### src/rtl/axi_stream_csum_sink.sv
// axi_stream_csum_sink
// Slave-side consumer of a beat stream. Accumulates a 16-bit ones'-complement
// Internet checksum over the kept bytes of each packet, folds it at end of
// packet and presents checksum, verify flag, error flag and byte count on a
// result handshake port.
//
// Handshakes: a beat transfers on a rising edge where tvalid and tready are
// both high; a result transfers on a rising edge where res_valid and
// res_ready are both high. A source holds its payload stable while valid is
// high and not yet accepted; tready and res_valid never depend
// combinationally on tvalid or res_ready.
module axi_stream_csum_sink #(
    parameter int DWIDTH = 76,
    parameter int UWIDTH = 1
) (
    input  logic              clk,
    input  logic              reset,
    input  logic              tvalid,
    input  logic              tlast,
    input  logic [UWIDTH-1:0] tuser,
    input  logic [DWIDTH-1:0] tdata,
    output logic              tready,
    output logic              tuser_slv,
    output logic              res_valid,
    input  logic              res_ready,
    output logic [15:0]       res_csum,
    output logic              res_ok,
    output logic              res_err,
    output logic [15:0]       res_bytes
);

    typedef enum logic [1:0] {
        ST_ACC    = 2'd0,
        ST_FOLD   = 2'd1,
        ST_RESULT = 2'd2
    } state_t;

    state_t state;
    state_t state_next;

    // Per-packet accumulators
    logic [31:0] acc;
    logic        err;
    logic [15:0] bytes;

    // Registered result, loaded in FOLD and held through RESULT
    logic [15:0] csum_q;
    logic        ok_q;
    logic        err_q;
    logic [15:0] bytes_q;

    // Beat datapath
    logic [7:0]  keep;
    logic [63:0] masked;
    logic [3:0]  pop;
    logic [17:0] beat_sum;
    logic [32:0] acc_wide;
    logic [31:0] acc_next;
    logic [16:0] bytes_wide;
    logic [15:0] bytes_next;
    logic [16:0] s17;
    logic [15:0] fold_sum;
    logic        accept;

    // Bits above the keep mask carry nothing for this block.
    logic unused_tdata;
    assign unused_tdata = ^tdata[DWIDTH-1:72];

    assign accept = tvalid && (state == ST_ACC);

    // Mask dropped bytes, count kept ones, and form the end-around-carry sums.
    always_comb begin
        keep   = tdata[71:64];
        masked = '0;
        pop    = '0;
        for (int i = 0; i < 8; i++) begin
            masked[63-8*i -: 8] = tdata[63-8*i -: 8] & {8{keep[7-i]}};
            pop = pop + {3'b000, keep[7-i]};
        end
        beat_sum = {2'b00, masked[63:48]} + {2'b00, masked[47:32]}
                 + {2'b00, masked[31:16]} + {2'b00, masked[15:0]};
        // Adding the carry back cannot carry again: the low 32 bits are
        // smaller than beat_sum whenever the carry is set.
        acc_wide   = {1'b0, acc} + {15'b0, beat_sum};
        acc_next   = acc_wide[31:0] + {31'b0, acc_wide[32]};
        bytes_wide = {1'b0, bytes} + {13'b0, pop};
        bytes_next = bytes_wide[16] ? 16'hFFFF : bytes_wide[15:0];
        s17        = {1'b0, acc[31:16]} + {1'b0, acc[15:0]};
        fold_sum   = s17[15:0] + {15'b0, s17[16]};
    end

    // Next-state decode.
    always_comb begin
        state_next = state;
        case (state)
            ST_ACC:    if (accept && tlast) state_next = ST_FOLD;
            ST_FOLD:   state_next = ST_RESULT;
            ST_RESULT: if (res_ready) state_next = ST_ACC;
            default:   state_next = ST_ACC;
        endcase
    end

    // State register, accumulators and registered result.
    always_ff @(posedge clk) begin
        if (reset) begin
            state   <= ST_ACC;
            acc     <= '0;
            err     <= 1'b0;
            bytes   <= '0;
            csum_q  <= '0;
            ok_q    <= 1'b0;
            err_q   <= 1'b0;
            bytes_q <= '0;
        end else begin
            state <= state_next;
            case (state)
                ST_ACC: begin
                    if (accept) begin
                        acc   <= acc_next;
                        err   <= err | tuser[0];
                        bytes <= bytes_next;
                    end
                end
                ST_FOLD: begin
                    csum_q  <= ~fold_sum;
                    ok_q    <= (fold_sum == 16'hFFFF);
                    err_q   <= err;
                    bytes_q <= bytes;
                end
                ST_RESULT: begin
                    if (res_ready) begin
                        acc   <= '0;
                        err   <= 1'b0;
                        bytes <= '0;
                    end
                end
                default: ;
            endcase
        end
    end

    // Outputs decode the registers; reset forces every output low in the
    // very cycle it is asserted.
    assign tready    = (state == ST_ACC) && !reset;
    assign res_valid = (state == ST_RESULT) && !reset;
    assign tuser_slv = (state == ST_RESULT) && ok_q && !reset;
    assign res_csum  = reset ? 16'h0000 : csum_q;
    assign res_ok    = ok_q && !reset;
    assign res_err   = err_q && !reset;
    assign res_bytes = reset ? 16'h0000 : bytes_q;

endmodule

### config.mk
export PLATFORM = sky130hd
export DESIGN_NAME = axi_stream_csum_sink
export DESIGN_NICKNAME = d
export VERILOG_FILES = /design/src/rtl/axi_stream_csum_sink.sv
export SDC_FILE = /design/constraint.sdc
export NUM_CORES = 1
export LEC_CHECK = 0
export CELL_PAD_IN_SITES_DETAIL_PLACEMENT = 1
export CELL_PAD_IN_SITES_GLOBAL_PLACEMENT = 2
export CORE_MARGIN = 2
export CORE_UTILIZATION = 31
export DETAILED_ROUTE_END_ITERATION = 6
export PLACE_DENSITY = 0.79
export SYNTH_ARGS = -nofsm -noshare
export SYNTH_HDL_FRONTEND = slang
export SYNTH_SLANG_ARGS = --single-unit
### constraint.sdc
create_clock -name clk -period 16.6 [get_ports clk]
set_input_delay 1.66 -clock clk [delete_from_list [all_inputs] [get_ports clk]]
set_output_delay 1.66 -clock clk [all_outputs]
set_load 0.005 [all_outputs]
==> flow_summary.ini <==
[power]
power.switching_uw = 617.6
internal_power_uw = 668.4
power.density_cell_area_nw_per_um2 = 126.5
cellLeakagePower_nw = 4.257
vdd.ir_drop.worst_v = 0.00005347
pwr-share-seq_pct = 19.6
gate_power_share_pct = 64.0
p_sw_share_pct = 48.03
pwr-share-clk_pct = 16.4

[sta]
rsz0062_at_grt = false
tightestPinTransition_ns = 1.084
timing.clock.skew_ns = 0.006006
post-route-period-util_pct = 51.27
maximum_clock_frequency_ghz = 0.1175
timing.final.hold_violations = 0
fin_crit_period_ns = 8.511
relSlewSlack_pct = 27.44
finalSetupViolations = 0
max_slew_violation_total_from_the_final_report = 0
final.setup.tns_ns = 0

[grt]
grt_pass1_vias = 7881
grt_start_max_net_pins = 86
grt_first_pass_wirelength_um = 40290
globalRoute.totalOverflow = 0
grt_antenna_before_repair = 0
global_route.usage.total_pct = 17.54

[clocking]
clk-insertion-delay-late_ns = 0.35
cts_tree = done
post_cts_buffers = 0
clkSinkCount = 85
h-tree-depth = 3
cts_hold_fix_bufs = 0
cts_made_buffers = 9
clock-root-buffer = sky130_fd_sc_hd__clkbuf_16
cts.repair.resized = 0
max-clock-path-buffers = 2
clk_pin_slew_ns = 0.06

[synthesis]
synth-edff-count = 0
synth-main-ff-cell = sky130_fd_sc_hd__dfxtp_1
synth_compound_gate_area_share_pct = 21.20
synth_cell_type_count = 87
synth.yosys.warnings = 0
yosys-mux-area-fraction_pct = 0.3570
yosys_register_bits = 85
synth-async-reset-ratio_pct = 0
synth_xor_xnor_area_share_pct = 6.738
synth_adder_area_share_pct = 19.90
synthesis.instances = 1065
synth.yosys.seq_area_share_pct = 20.23
post_synth_instance_area_um2 = 8412
post_synth_and_or_nand_nor_area_fraction_pct = 24.60
synth_nets = 1249
syn_area_per_cell_um2 = 7.898
synth_top_family_by_area = simple AND/OR/NAND/NOR gates

[critical_path]
worst-path-max-fanout = 9
critPathMaxStageDelay_ns = 0.71
path_class = in2reg
critPathLaunchType = primary input
crit_required_ns = 16.82
cpLargestDelayFamily = simple AND/OR/NAND/NOR gates
crit_buf_inv = 4
cp_slowest_cell = sky130_fd_sc_hd__clkdlybuf4s50_1
arrival_ns = 8.73
path_cells = clkdlybuf4s50_1 -> nand2_1 -> fa_1 -> inv_1 -> fa_1 -> inv_1 -> fa_1 -> inv_1 -> ha_1 -> o21ai_1 -> o21ai_2 -> a41oi_1 -> a21oi_1 -> o21ai_0 -> nor3_1 -> ha_1 -> and3_1 -> nand2_1 -> nor4_4 -> nand4b_4 -> or4_4 -> nand4_1 -> o311ai_2
timing.critical_path.to_type = flip-flop

[detailed_routing]
totalWireLength_um = 24200
final_antenna_net_count = 0
wl_per_cell_um = 16.12
drc = 0
drtIter0Drc = 329
drtPass1Iterations = 5
via_per_inst = 5.115
num_vias = 7678

[cells_and_area]
diodes = 0
final_layout_size_suffix_gt1_share_pct = 5.172
final_nets = 1340
area_delta_synth_final_pct = 20.85
finish.cell_count_without_fillers = 1501

[floorplanning]
core_area_um2 = 26800
io-pin-count = 119
die_area_um2 = 28470
die-width_um = 168.7
start_util_pct = 31.39
num_rows = 60
floorplan.die.height_um = 168.7

[job]
drv.max_cap_violation_count = 0

[place]
place.port_buffers = 114
hpwl_um = 19430
placed_cells = 1486
final_weighted_congestion_in_routability_driven_placement = 0.7885

[run_status]
run_status = finished, final reports clean

[hold_path]
worst_hold_path_type = reg2reg
==> power groups by stage <==
| stage | clock network, mW | registers (mW) | logic, mW |
|---|---|---|---|
| after floorplan | 0 | 0.241 | 0.647 |
| after global placement | 0 | 0.257 | 0.817 |
| after detailed placement | 0 | 0.257 | 0.830 |
| after CTS | 0.216 | 0.253 | 0.835 |
| after global routing | 0.225 | 0.254 | 0.938 |
| final | 0.211 | 0.252 | 0.824 |
==> metal layers <==
metal  wire (um)  global-route usage (%)  part of all wire (%)
met5           0                       0                     0
met4         268                   3.223                   1.1
met3         605                   2.408                   2.5
met2       11950                   31.84                    49
met1       11380                   22.30                    47
==> worst paths after layout <==
path	cells after the start	to	start	slack, ns
min	2	csum_q[14]	csum_q[14]	0.46
max	23	acc[31]	tdata[64]	8.09
min reg2reg	2	csum_q[14]	csum_q[14]	0.46
max reg2reg	22	acc[31]	acc[3]	9.77
==> flip-flops by register name (all words and copies together), names as in the netlist <==
name and count:
state 2, err_q 1, bytes 16, bytes_q 16, csum_q 16, ok_q 1
err 1, acc 32
==> cells by family after synthesis <==
family                     after synthesis
DFF                                     85
xor gates and xnor gates                63
AOI/OAI and AO/OA                      259
adders and majority gates              102
muxes                                    3
and+or+nand+nor                        397
buffers and inverters                  156
==> placed cells by master (no fill, tap or decap), types with 10 or more instances in the layout <==
cell                              synthesis  layout
sky130_fd_sc_hd__or3_1                   10      10
sky130_fd_sc_hd__a21o_1                  17      17
sky130_fd_sc_hd__clkdlybuf4s50_1          0     113
sky130_fd_sc_hd__nor2_1                  78      78
sky130_fd_sc_hd__a22oi_1                 19      19
sky130_fd_sc_hd__dfxtp_1                 85      85
sky130_fd_sc_hd__nand2_1                122     122
sky130_fd_sc_hd__xnor2_1                 32      32
sky130_fd_sc_hd__nor3_1                  18      18
sky130_fd_sc_hd__ha_1                    49      49
sky130_fd_sc_hd__o22a_1                  17      17
sky130_fd_sc_hd__a21oi_1                 67      66
sky130_fd_sc_hd__and3_1                  15      15
sky130_fd_sc_hd__fa_1                    53      53
sky130_fd_sc_hd__o21ai_0                 58      58
sky130_fd_sc_hd__nor2b_1                 45      45
sky130_fd_sc_hd__inv_1                  116     116
sky130_fd_sc_hd__and2_1                  28      28
sky130_fd_sc_hd__nand3_1                 22      22
sky130_fd_sc_hd__xor2_1                  29      29
==> Yosys cell counts, types with 2 or more instances <==
cell                          n  share of area [%]
sky130_fd_sc_hd__o211ai_2     2               0.30
sky130_fd_sc_hd__o21bai_1     5               0.45
sky130_fd_sc_hd__a211oi_1     8               0.71
sky130_fd_sc_hd__o21a_1       8               0.71
sky130_fd_sc_hd__a21oi_1     67                4.0
sky130_fd_sc_hd__a31oi_1      7               0.52
sky130_fd_sc_hd__clkbuf_1    38                1.7
sky130_fd_sc_hd__mux2i_1      3               0.36
sky130_fd_sc_hd__and4_1       6               0.62
sky130_fd_sc_hd__nor2_1      78                3.5
sky130_fd_sc_hd__xnor2_1     32                3.3
sky130_fd_sc_hd__o221ai_1     3               0.31
sky130_fd_sc_hd__a2bb2oi_1    7               0.73
sky130_fd_sc_hd__or4_1        3               0.27
sky130_fd_sc_hd__nand2b_1     9               0.67
sky130_fd_sc_hd__a211oi_2     2               0.30
sky130_fd_sc_hd__nor2b_1     45                3.3
sky130_fd_sc_hd__o22ai_1      3               0.22
sky130_fd_sc_hd__xor2_1      29                3.0
sky130_fd_sc_hd__o21ai_0     58                3.5
sky130_fd_sc_hd__fa_1        53                 13
sky130_fd_sc_hd__o21ai_1      5               0.30
sky130_fd_sc_hd__nor3_1      18                1.1
sky130_fd_sc_hd__o31ai_2      2               0.30
sky130_fd_sc_hd__nor4_1       9               0.67
sky130_fd_sc_hd__ha_1        49                7.3
sky130_fd_sc_hd__nor4_4       2               0.51
sky130_fd_sc_hd__and2_1      28                2.1
sky130_fd_sc_hd__and3_1      15                1.1
sky130_fd_sc_hd__a2111oi_0    2               0.21
sky130_fd_sc_hd__a22oi_1     19                1.7
sky130_fd_sc_hd__or3_1       10               0.74
sky130_fd_sc_hd__dfxtp_1     85                 20
sky130_fd_sc_hd__a21o_1      17                1.5
sky130_fd_sc_hd__a211o_1      2               0.21
sky130_fd_sc_hd__nand3_1     22                1.3
sky130_fd_sc_hd__or2_2        2               0.15
sky130_fd_sc_hd__nand2_1    122                5.4
sky130_fd_sc_hd__o22a_1      17                1.8
sky130_fd_sc_hd__inv_1      116                5.2
sky130_fd_sc_hd__nor3b_1      3               0.27
sky130_fd_sc_hd__nand4_1      9               0.67
==> per-stage QoR <==
stage	utilization, %	hold slack [ns]	cell area (um2)	total power, mW	setup WS, ns
after CTS	37.93	0.4617	10170	1.304	8.072
after global routing	37.93	0.4747	10170	1.417	7.540
after floorplan	-	0.4273	8412	0.8877	9.545
final	37.93	0.4586	10170	1.286	8.089
after global placement	36.83	0.4398	9872	1.074	7.762
after detailed placement	36.83	0.4521	9872	1.087	7.711
==> worst register-to-register path, stage by stage (launching register included) <==
cell,delay (ns)
sky130_fd_sc_hd__dfxtp_1,0.37
sky130_fd_sc_hd__inv_1,0.10
sky130_fd_sc_hd__fa_1,0.54
sky130_fd_sc_hd__inv_1,0.05
sky130_fd_sc_hd__fa_1,0.53
sky130_fd_sc_hd__inv_1,0.06
sky130_fd_sc_hd__fa_1,0.54
sky130_fd_sc_hd__inv_1,0.04
sky130_fd_sc_hd__ha_1,0.40
sky130_fd_sc_hd__o21ai_1,0.14
sky130_fd_sc_hd__o21ai_2,0.31
sky130_fd_sc_hd__a41oi_1,0.25
sky130_fd_sc_hd__a21oi_1,0.30
sky130_fd_sc_hd__o21ai_0,0.30
sky130_fd_sc_hd__nor3_1,0.60
sky130_fd_sc_hd__ha_1,0.28
sky130_fd_sc_hd__and3_1,0.34
sky130_fd_sc_hd__nand2_1,0.16
sky130_fd_sc_hd__nor4_4,0.38
sky130_fd_sc_hd__nand4b_4,0.22
sky130_fd_sc_hd__or4_4,0.57
sky130_fd_sc_hd__nand4_1,0.12
sky130_fd_sc_hd__o311ai_2,0.11
==> area by class of cell <==
class	count	area (um2)
Sequential cell	85	1702
Multi-Input combinational cell	824	6127
Clock buffer	9	225.2
Fill cell	3222	16630
Timing Repair Buffer	120	1181
Clock inverter	6	68.82
Inverter	116	435.4
Tap cell	341	426.7
Note: power is estimated with default switching activity, not from simulation.
